File: src/rtl/pc_sequencer_if.sv
`default_nettype none
// ============================================================================
//  Module   : pc_sequencer_if
//  Purpose  : Decoder <-> program-counter sequencer bus.
//  Signals  : ena, op, operand        (decoder -> sequencer)
//             pc, depth, stack_full,
//             stack_empty, ovf_err,
//             udf_err                 (sequencer -> decoder / imem)
//  Modports : master = decoder side, slave = sequencer side
//  Revision : 1.0  initial release
// ============================================================================
interface pc_sequencer_if #(
    parameter int PC_WIDTH    = 8,
    parameter int STACK_DEPTH = 4
);
    localparam int DEPTH_W = $clog2(STACK_DEPTH + 1);

    logic                ena;
    logic [2:0]          op;
    logic [PC_WIDTH-1:0] operand;
    logic [PC_WIDTH-1:0] pc;
    logic [DEPTH_W-1:0]  depth;
    logic                stack_full;
    logic                stack_empty;
    logic                ovf_err;
    logic                udf_err;

    modport master (
        output ena, op, operand,
        input  pc, depth, stack_full, stack_empty, ovf_err, udf_err
    );

    modport slave (
        input  ena, op, operand,
        output pc, depth, stack_full, stack_empty, ovf_err, udf_err
    );
endinterface
`default_nettype wire

File: src/rtl/pc_sequencer.sv
`default_nettype none
// ============================================================================
//  Module   : pc_sequencer
//  Purpose  : Registered program counter driven by a 3-bit opcode, with
//             relative branches and an optional call/return stack with
//             sticky overflow/underflow flags.
//  Ports    : clk    - rising-edge clock
//             rst_n  - asynchronous active-low reset
//             bus    - pc_sequencer_if.slave (ena/op/operand in;
//                      pc/depth/stack_full/stack_empty/ovf_err/udf_err out)
//  Options  : PC_STACK_EN - when defined, builds the call/return stack;
//             otherwise CALL acts as JUMP, RET as HOLD and stack status
//             outputs are tied off.
//  Revision : 1.0  initial release
// ============================================================================
module pc_sequencer #(
    parameter int PC_WIDTH    = 8,
    parameter int STACK_DEPTH = 4
) (
    input wire            clk,
    input wire            rst_n,
    pc_sequencer_if.slave bus
);
    localparam int DEPTH_W = $clog2(STACK_DEPTH + 1);

    localparam logic [2:0] c_OP_HOLD    = 3'b000;
    localparam logic [2:0] c_OP_INC     = 3'b001;
    localparam logic [2:0] c_OP_JUMP    = 3'b010;
    localparam logic [2:0] c_OP_BRANCH  = 3'b011;
    localparam logic [2:0] c_OP_CALL    = 3'b100;
    localparam logic [2:0] c_OP_RET     = 3'b101;
    localparam logic [2:0] c_OP_CLRERR  = 3'b110;
    localparam logic [2:0] c_OP_SOFTRST = 3'b111;

    logic [PC_WIDTH-1:0] pc_q, pc_d;
    logic [PC_WIDTH-1:0] w_pc_inc;

    assign w_pc_inc = pc_q + {{(PC_WIDTH-1){1'b0}}, 1'b1};
    assign bus.pc   = pc_q;

`ifdef PC_STACK_EN
    localparam int ADDR_W = $clog2(STACK_DEPTH);

    logic [DEPTH_W-1:0]  depth_q, depth_d;
    logic                ovf_q, ovf_d;
    logic                udf_q, udf_d;
    logic [PC_WIDTH-1:0] stack_q [STACK_DEPTH];

    logic                w_full;
    logic                w_empty;
    logic                w_push;
    logic [DEPTH_W-1:0]  w_depth_m1;
    logic [ADDR_W-1:0]   w_push_idx;
    logic [ADDR_W-1:0]   w_top_idx;

    assign w_full     = (depth_q == DEPTH_W'(STACK_DEPTH));
    assign w_empty    = (depth_q == '0);
    assign w_depth_m1 = depth_q - {{(DEPTH_W-1){1'b0}}, 1'b1};
    // Push writes slot depth, pop reads slot depth-1; both are guarded by
    // full/empty so the truncation to ADDR_W never aliases a valid entry.
    assign w_push_idx = depth_q[ADDR_W-1:0];
    assign w_top_idx  = w_depth_m1[ADDR_W-1:0];

    assign bus.depth       = depth_q;
    assign bus.stack_full  = w_full;
    assign bus.stack_empty = w_empty;
    assign bus.ovf_err     = ovf_q;
    assign bus.udf_err     = udf_q;
`else
    assign bus.depth       = {DEPTH_W{1'b0}};
    assign bus.stack_full  = 1'b0;
    assign bus.stack_empty = 1'b1;
    assign bus.ovf_err     = 1'b0;
    assign bus.udf_err     = 1'b0;
`endif

    always_comb begin
        pc_d    = pc_q;
`ifdef PC_STACK_EN
        depth_d = depth_q;
        ovf_d   = ovf_q;
        udf_d   = udf_q;
        w_push  = 1'b0;
`endif
        if (bus.ena) begin
            case (bus.op)
                c_OP_HOLD:   pc_d = pc_q;
                c_OP_INC:    pc_d = w_pc_inc;
                c_OP_JUMP:   pc_d = bus.operand;
                // Two's-complement add is identical for signed offsets once
                // truncated to PC_WIDTH, so wrap in both directions is free.
                c_OP_BRANCH: pc_d = pc_q + bus.operand;
                c_OP_CALL: begin
`ifdef PC_STACK_EN
                    if (w_full) begin
                        ovf_d = 1'b1;
                    end else begin
                        w_push  = 1'b1;
                        depth_d = depth_q + {{(DEPTH_W-1){1'b0}}, 1'b1};
                        pc_d    = bus.operand;
                    end
`else
                    pc_d = bus.operand;
`endif
                end
                c_OP_RET: begin
`ifdef PC_STACK_EN
                    if (w_empty) begin
                        udf_d = 1'b1;
                    end else begin
                        pc_d    = stack_q[w_top_idx];
                        depth_d = w_depth_m1;
                    end
`endif
                end
                c_OP_CLRERR: begin
`ifdef PC_STACK_EN
                    ovf_d = 1'b0;
                    udf_d = 1'b0;
`endif
                end
                c_OP_SOFTRST: begin
                    pc_d = '0;
`ifdef PC_STACK_EN
                    depth_d = '0;
                    ovf_d   = 1'b0;
                    udf_d   = 1'b0;
`endif
                end
                default: pc_d = pc_q;
            endcase
        end
    end

    always_ff @(posedge clk or negedge rst_n) begin
        if (!rst_n) begin
            pc_q    <= '0;
`ifdef PC_STACK_EN
            depth_q <= '0;
            ovf_q   <= 1'b0;
            udf_q   <= 1'b0;
`endif
        end else begin
            pc_q    <= pc_d;
`ifdef PC_STACK_EN
            depth_q <= depth_d;
            ovf_q   <= ovf_d;
            udf_q   <= udf_d;
`endif
        end
    end

`ifdef PC_STACK_EN
    // Stack contents are don't-care after reset, so storage has no reset.
    always_ff @(posedge clk) begin
        if (w_push) begin
            stack_q[w_push_idx] <= w_pc_inc;
        end
    end
`endif

endmodule
`default_nettype wire

File: src/flat_wrapper.sv
// flat-port wrapper written by rule: the top's interface ports become plain ports
module pc_sequencer_flat 
#(
    parameter int PC_WIDTH    = 8,
    parameter int STACK_DEPTH = 4
)
  (clk, rst_n, bus_ena, bus_op, bus_operand, bus_pc, bus_depth, bus_stack_full, bus_stack_empty, bus_ovf_err, bus_udf_err);
  pc_sequencer_if #(.PC_WIDTH(PC_WIDTH), .STACK_DEPTH(STACK_DEPTH)) bus_i ();
  input wire clk;
  input wire rst_n;
  input wire logic [$bits(bus_i.ena)-1:0] bus_ena;
  input wire logic [$bits(bus_i.op)-1:0] bus_op;
  input wire logic [$bits(bus_i.operand)-1:0] bus_operand;
  output wire logic [$bits(bus_i.pc)-1:0] bus_pc;
  output wire logic [$bits(bus_i.depth)-1:0] bus_depth;
  output wire logic [$bits(bus_i.stack_full)-1:0] bus_stack_full;
  output wire logic [$bits(bus_i.stack_empty)-1:0] bus_stack_empty;
  output wire logic [$bits(bus_i.ovf_err)-1:0] bus_ovf_err;
  output wire logic [$bits(bus_i.udf_err)-1:0] bus_udf_err;
  assign bus_i.ena = bus_ena;
  assign bus_i.op = bus_op;
  assign bus_i.operand = bus_operand;
  assign bus_pc = bus_i.pc;
  assign bus_depth = bus_i.depth;
  assign bus_stack_full = bus_i.stack_full;
  assign bus_stack_empty = bus_i.stack_empty;
  assign bus_ovf_err = bus_i.ovf_err;
  assign bus_udf_err = bus_i.udf_err;
  pc_sequencer #(.PC_WIDTH(PC_WIDTH), .STACK_DEPTH(STACK_DEPTH)) u_core (.clk(clk), .rst_n(rst_n), .bus(bus_i));
endmodule
File: config.mk
export PLATFORM = sky130hd
export DESIGN_NAME = pc_sequencer_flat
export DESIGN_NICKNAME = d
export VERILOG_FILES = /design/src/rtl/pc_sequencer_if.sv /design/src/rtl/pc_sequencer.sv /design/src/flat_wrapper.sv
export SDC_FILE = /design/constraint.sdc
export NUM_CORES = 1
export LEC_CHECK = 0
export BUFFER_PORTS_ARGS = -buffer_cell sky130_fd_sc_hd__buf_4
export CAP_MARGIN = 20
export CORE_MARGIN = 10
export CORE_UTILIZATION = 30
export CTS_BUF_LIST = sky130_fd_sc_hd__clkbuf_4
export DETAILED_ROUTE_END_ITERATION = 12
export HOLD_SLACK_MARGIN = 0.06
export SLEW_MARGIN = 0
export SYNTH_ARGS = -nofsm -noshare
export SYNTH_HDL_FRONTEND = slang
export SYNTH_SLANG_ARGS = --single-unit
File: constraint.sdc
create_clock -name clk -period 2.2 [get_ports clk]
set_input_delay 0.33 -clock clk [delete_from_list [all_inputs] [get_ports clk]]
set_output_delay 0.33 -clock clk [all_outputs]
set_load 0.005 [all_outputs]
# After elaboration in Yosys (flattened, before gate mapping)
# Cells that the tools add are included.
# classes
mux,1
add_sub_neg,2
n_reduce_logical,3
n_eq_ne,5
# op_table
operator,count
$pmux W8 S4,1
$add A8 B1 Y8 const B,1
$add A8 B8 Y8,1
$eq A3 B2 Y1 const B,2
$eq A3 B3 Y1 const B,2
$reduce_bool A4 Y1,1
$eq A3 B1 Y1 const B,1
$reduce_and A2 Y1,1
$reduce_or A2 Y1,1
# word_totals
register_bits,8
out_inout_bits,15
inputBits,14

# Logic depth before layout (Yosys ltp)
# logic_depth
depth_word,4
ltp_mapped,11
depth_no_buf,9

# Least setup slack after synthesis
# Ideal clock, no wire load.
# synth_timing
kind,input-to-reg
start,input port bus_op[2]
end,register u_core.pc_q[6] (netlist: u_core.bus.pc[6])
path_buffers,2
cell_stages,11
arrival_time_ns,2.514
setup_slack_ns,-0.394
required_time_ns,2.120
cell_sequence,buf_2 > and3b_1 > clkbuf_1 > nand2b_1 > ha_1 > fa_1 > a211oi_1 > o21bai_1 > a21oi_1 > mux2_2 > nor3_2
# synth_via
elab_chain_cells,4
# synth_lines
element,line_no,source
from (decl),flat_wrapper.sv:12,input wire logic [$bits(bus_i.op)-1:0] bus_op;
$eq A3 B2 Y1 / $eq A3 B3 Y1 (equally long branches),pc_sequencer.sv:86,case (bus.op)
$reduce_or A2 Y1 (no line),n/a,
$reduce_bool A4 Y1 (no line),n/a,
$reduce_and A2 Y1 (no line),n/a,
to (signal assigned),pc_sequencer.sv:144,pc_q <= pc_d;
to (decl),pc_sequencer.sv:35,"logic [PC_WIDTH-1:0] pc_q, pc_d;"
# Several ways; a longest one is shown, not always the timed one.
# A chain may end at the register's enable or synchronous reset.

# Worst setup path in the final report
# layout_timing
start,input port bus_op[1]
end,register u_core.pc_q[7] (netlist: u_core.bus.pc[7])
# Same word-level chain as after synthesis.

==> metrics.txt <==
Routability Congestion=about 0.94; Tmin final=about 2.1 ns; final setup fails=0; Overall Global Routing Usage=0.0931; first-pass GRT wire length=around 4.1 mm; sequential share of power=0.267; Syn Inst Count=between 100 and 150; critical path required time=between 2 and 2.5 ns; Finished Cell Area=between 1000 and 1500 µm²; fmax=around 470 MHz; most frequent cells in the layout=buf_4 (34), nor2_1 (15), dfrtp_1 (8); CP startpoint kind=primary input; Final Max Slew Viols=0; Die Footprint=approximately 5500 µm²; final wirelength=2.63 mm; hpwl dp=approximately 2.1 mm; P_sw=between 300 and 400 µW; Initial DRT Pass Iterations=4; status=completed; Routed wire per std cell=15.4 µm; vias in the first global route=between 900 and 1000; Hold Crit Class=in2reg; row count=19; final net count=between 150 and 200; Max H-tree Level=1; Slew @ Worst Pin=0.602 ns; Min Hold Slack=about 0.33 ns; EDFF count, synth=0; Setup crit end kind=flop; number of flip-flops in the largest register=8; relative max-transition margin=0.599; DR iter-0 viols=30; DP Worst Slack=-0.197 ns; DP Area=~1100 µm²; Layout area overhead=33.0%; most common cell after layout, fill and taps aside=buf_4; max-capacitance violation count=0; Filler Cell Count=approximately 290; Clock Skew=0.00872 ns; Die Height=between 70 and 80 µm; initial antenna violation count=0; peak supply drop=roughly 380 µV; Crit Path Category=in2reg; area occupied by multi-input gates=642 µm²; top cells by area, synth=dfrtp_1 (23%), ha_1 (9.9%), buf_4 (6.8%); Cell variety after synth=29; YS warnings=0; worst setup margin=0.0813 ns; post-synthesis area per instance=around 8.3 µm²; Max Buffers Root-to-Sink=2; setup_tns=0 ns; RSZ-0062 raised after global routing=false; Cell Area, Synth=885 µm²; via/cell ratio=between 5 and 6; CTS tree=yes; root buffer cell=clkbuf_4; Final Power=957 µW; clock network fraction of design power=0.132; total clock sinks=8; Port Buffer Count=21; ys async rst share=1.00; grt ovf=0; CP max FO=5; LEAKAGE=between 0.5 and 0.6 nW; Storage cell area=200 µm²; Worst EP arrival=2.26 ns; starting density of the core=0.318; Final Hold Fails=0; Die W=74.3 µm; ys flop type=dfrtp_1; Seq/Total Area, Yosys=0.226; Final period util=0.963; largest net degree at the start of global routing=13; Yosys top cell area share=0.226; #FFs+latches synth=8; Skew-Pair Late Insertion Delay=between 0.2 and 0.3 ns; Setup Buffers After CTS=0; combinational group share of total power=0.601; Net Sw Frac=0.400; Final ANT Viol Nets=0; IO Pins=29; layout cells sized above 1=0.345; CTS buffer count=3; DR DRC count=0; routed vias=approximately 890; Ant. Diodes=0; CORE AREA=approximately 2800 µm²; clock slew at reported path FFs=approximately 0.070 ns; Cell Int Power=roughly 570 µW; PwrDens=a little over 800 nW/µm²; Synth area leader=dfrtp_1
==> worst max-delay path, stage by stage <==
cell and delay (ns):
buf_4 0.11, and3b_2 0.24, buf_4 0.16, and2_1 0.16, ha_1 0.31, inv_1 0.06, o31ai_1 0.26, nand2_1 0.17
xor2_1 0.19, a211o_1 0.26
==> Yosys cell counts, types with 3 or more instances <==
cell,instances
a211oi_1,6
a21o_1,3
a21oi_1,8
a221oi_1,5
and2_1,6
buf_4,8
dfrtp_1,8
ha_1,7
mux2_2,3
nand2_1,5
nand3_1,3
nor2_1,15
xnor2_1,3
xor2_1,3
==> routing by layer <==
| layer | share of wire | vias up | GRT usage |
|---|---|---|---|
| met2 | 0.51 | 30 | 0.171 |
| met4 | 0.011 | 0 | 0.0386 |
| met3 | 0.045 | 4 | 0.0186 |
| met5 | 0 | - | 0 |
| li1 | - | 441 | - |
| met1 | 0.44 | 417 | 0.101 |
==> power groups by stage <==
| stage | combinational (mW) | sequential [mW] | clock (mW) |
|---|---|---|---|
| after floorplan | 0.330 | 0.254 | 0 |
| after global placement | 0.553 | 0.258 | 0 |
| after detailed placement | 0.564 | 0.261 | 0 |
| after CTS | 0.570 | 0.258 | 0.129 |
| after global routing | 0.631 | 0.267 | 0.131 |
| final | 0.575 | 0.256 | 0.126 |
==> area by class of cell <==
cell class	instances	share of cell area
clock buffer	3	0.0191
multi-input combinational	91	0.546
timing repair buffer	35	0.226
inverter	2	0.00638
tap	31	0.0330
sequential	8	0.170
==> metrics by stage <==
step / utilization / instances
floorplan: - / 112
global placement: 0.409 / 166
detailed placement: 0.409 / 166
CTS: 0.421 / 170
global route: 0.423 / 170
finish: 0.423 / 170
==> cell families (layout without fill, tap and decap cells) <==
family / after synthesis / after routing / synth area share
buf+inv: 13 / 40 / 0.0919
flops: 8 / 8 / 0.226
mux: 5 / 5 / 0.0608
other cells: 2 / 7 / 0.00849
fa+ha+maj: 8 / 8 / 0.122
simple gates: 35 / 35 / 0.197
xor+xnor: 6 / 6 / 0.0594
compound gates: 30 / 30 / 0.235
==> timing repair <==
| action | in CTS | in global routing |
|---|---|---|
| resized for setup | 0 | 2 |
| endpoints found under the hold margin | 8 | 0 |
| setup endpoints to repair | 0 | 3 |
| hold buffers | 1 | 0 |
==> final timing paths <==
kind,from,to,slack (ns),cells past startpoint
max,bus_op[1],u_core.bus.pc[7],0.08,10
min,bus_operand[4],u_core.bus.pc[4],0.33,3
max reg2reg,u_core.bus.pc[0],u_core.bus.pc[6],0.24,7
min reg2reg,u_core.bus.pc[0],u_core.bus.pc[0],0.55,2
max in group asynchronous,rst_n,u_core.bus.pc[7],1.63,2
min in group asynchronous,rst_n,u_core.bus.pc[1],0.42,2
No activity file was read; power rests on OpenSTA's default activity.
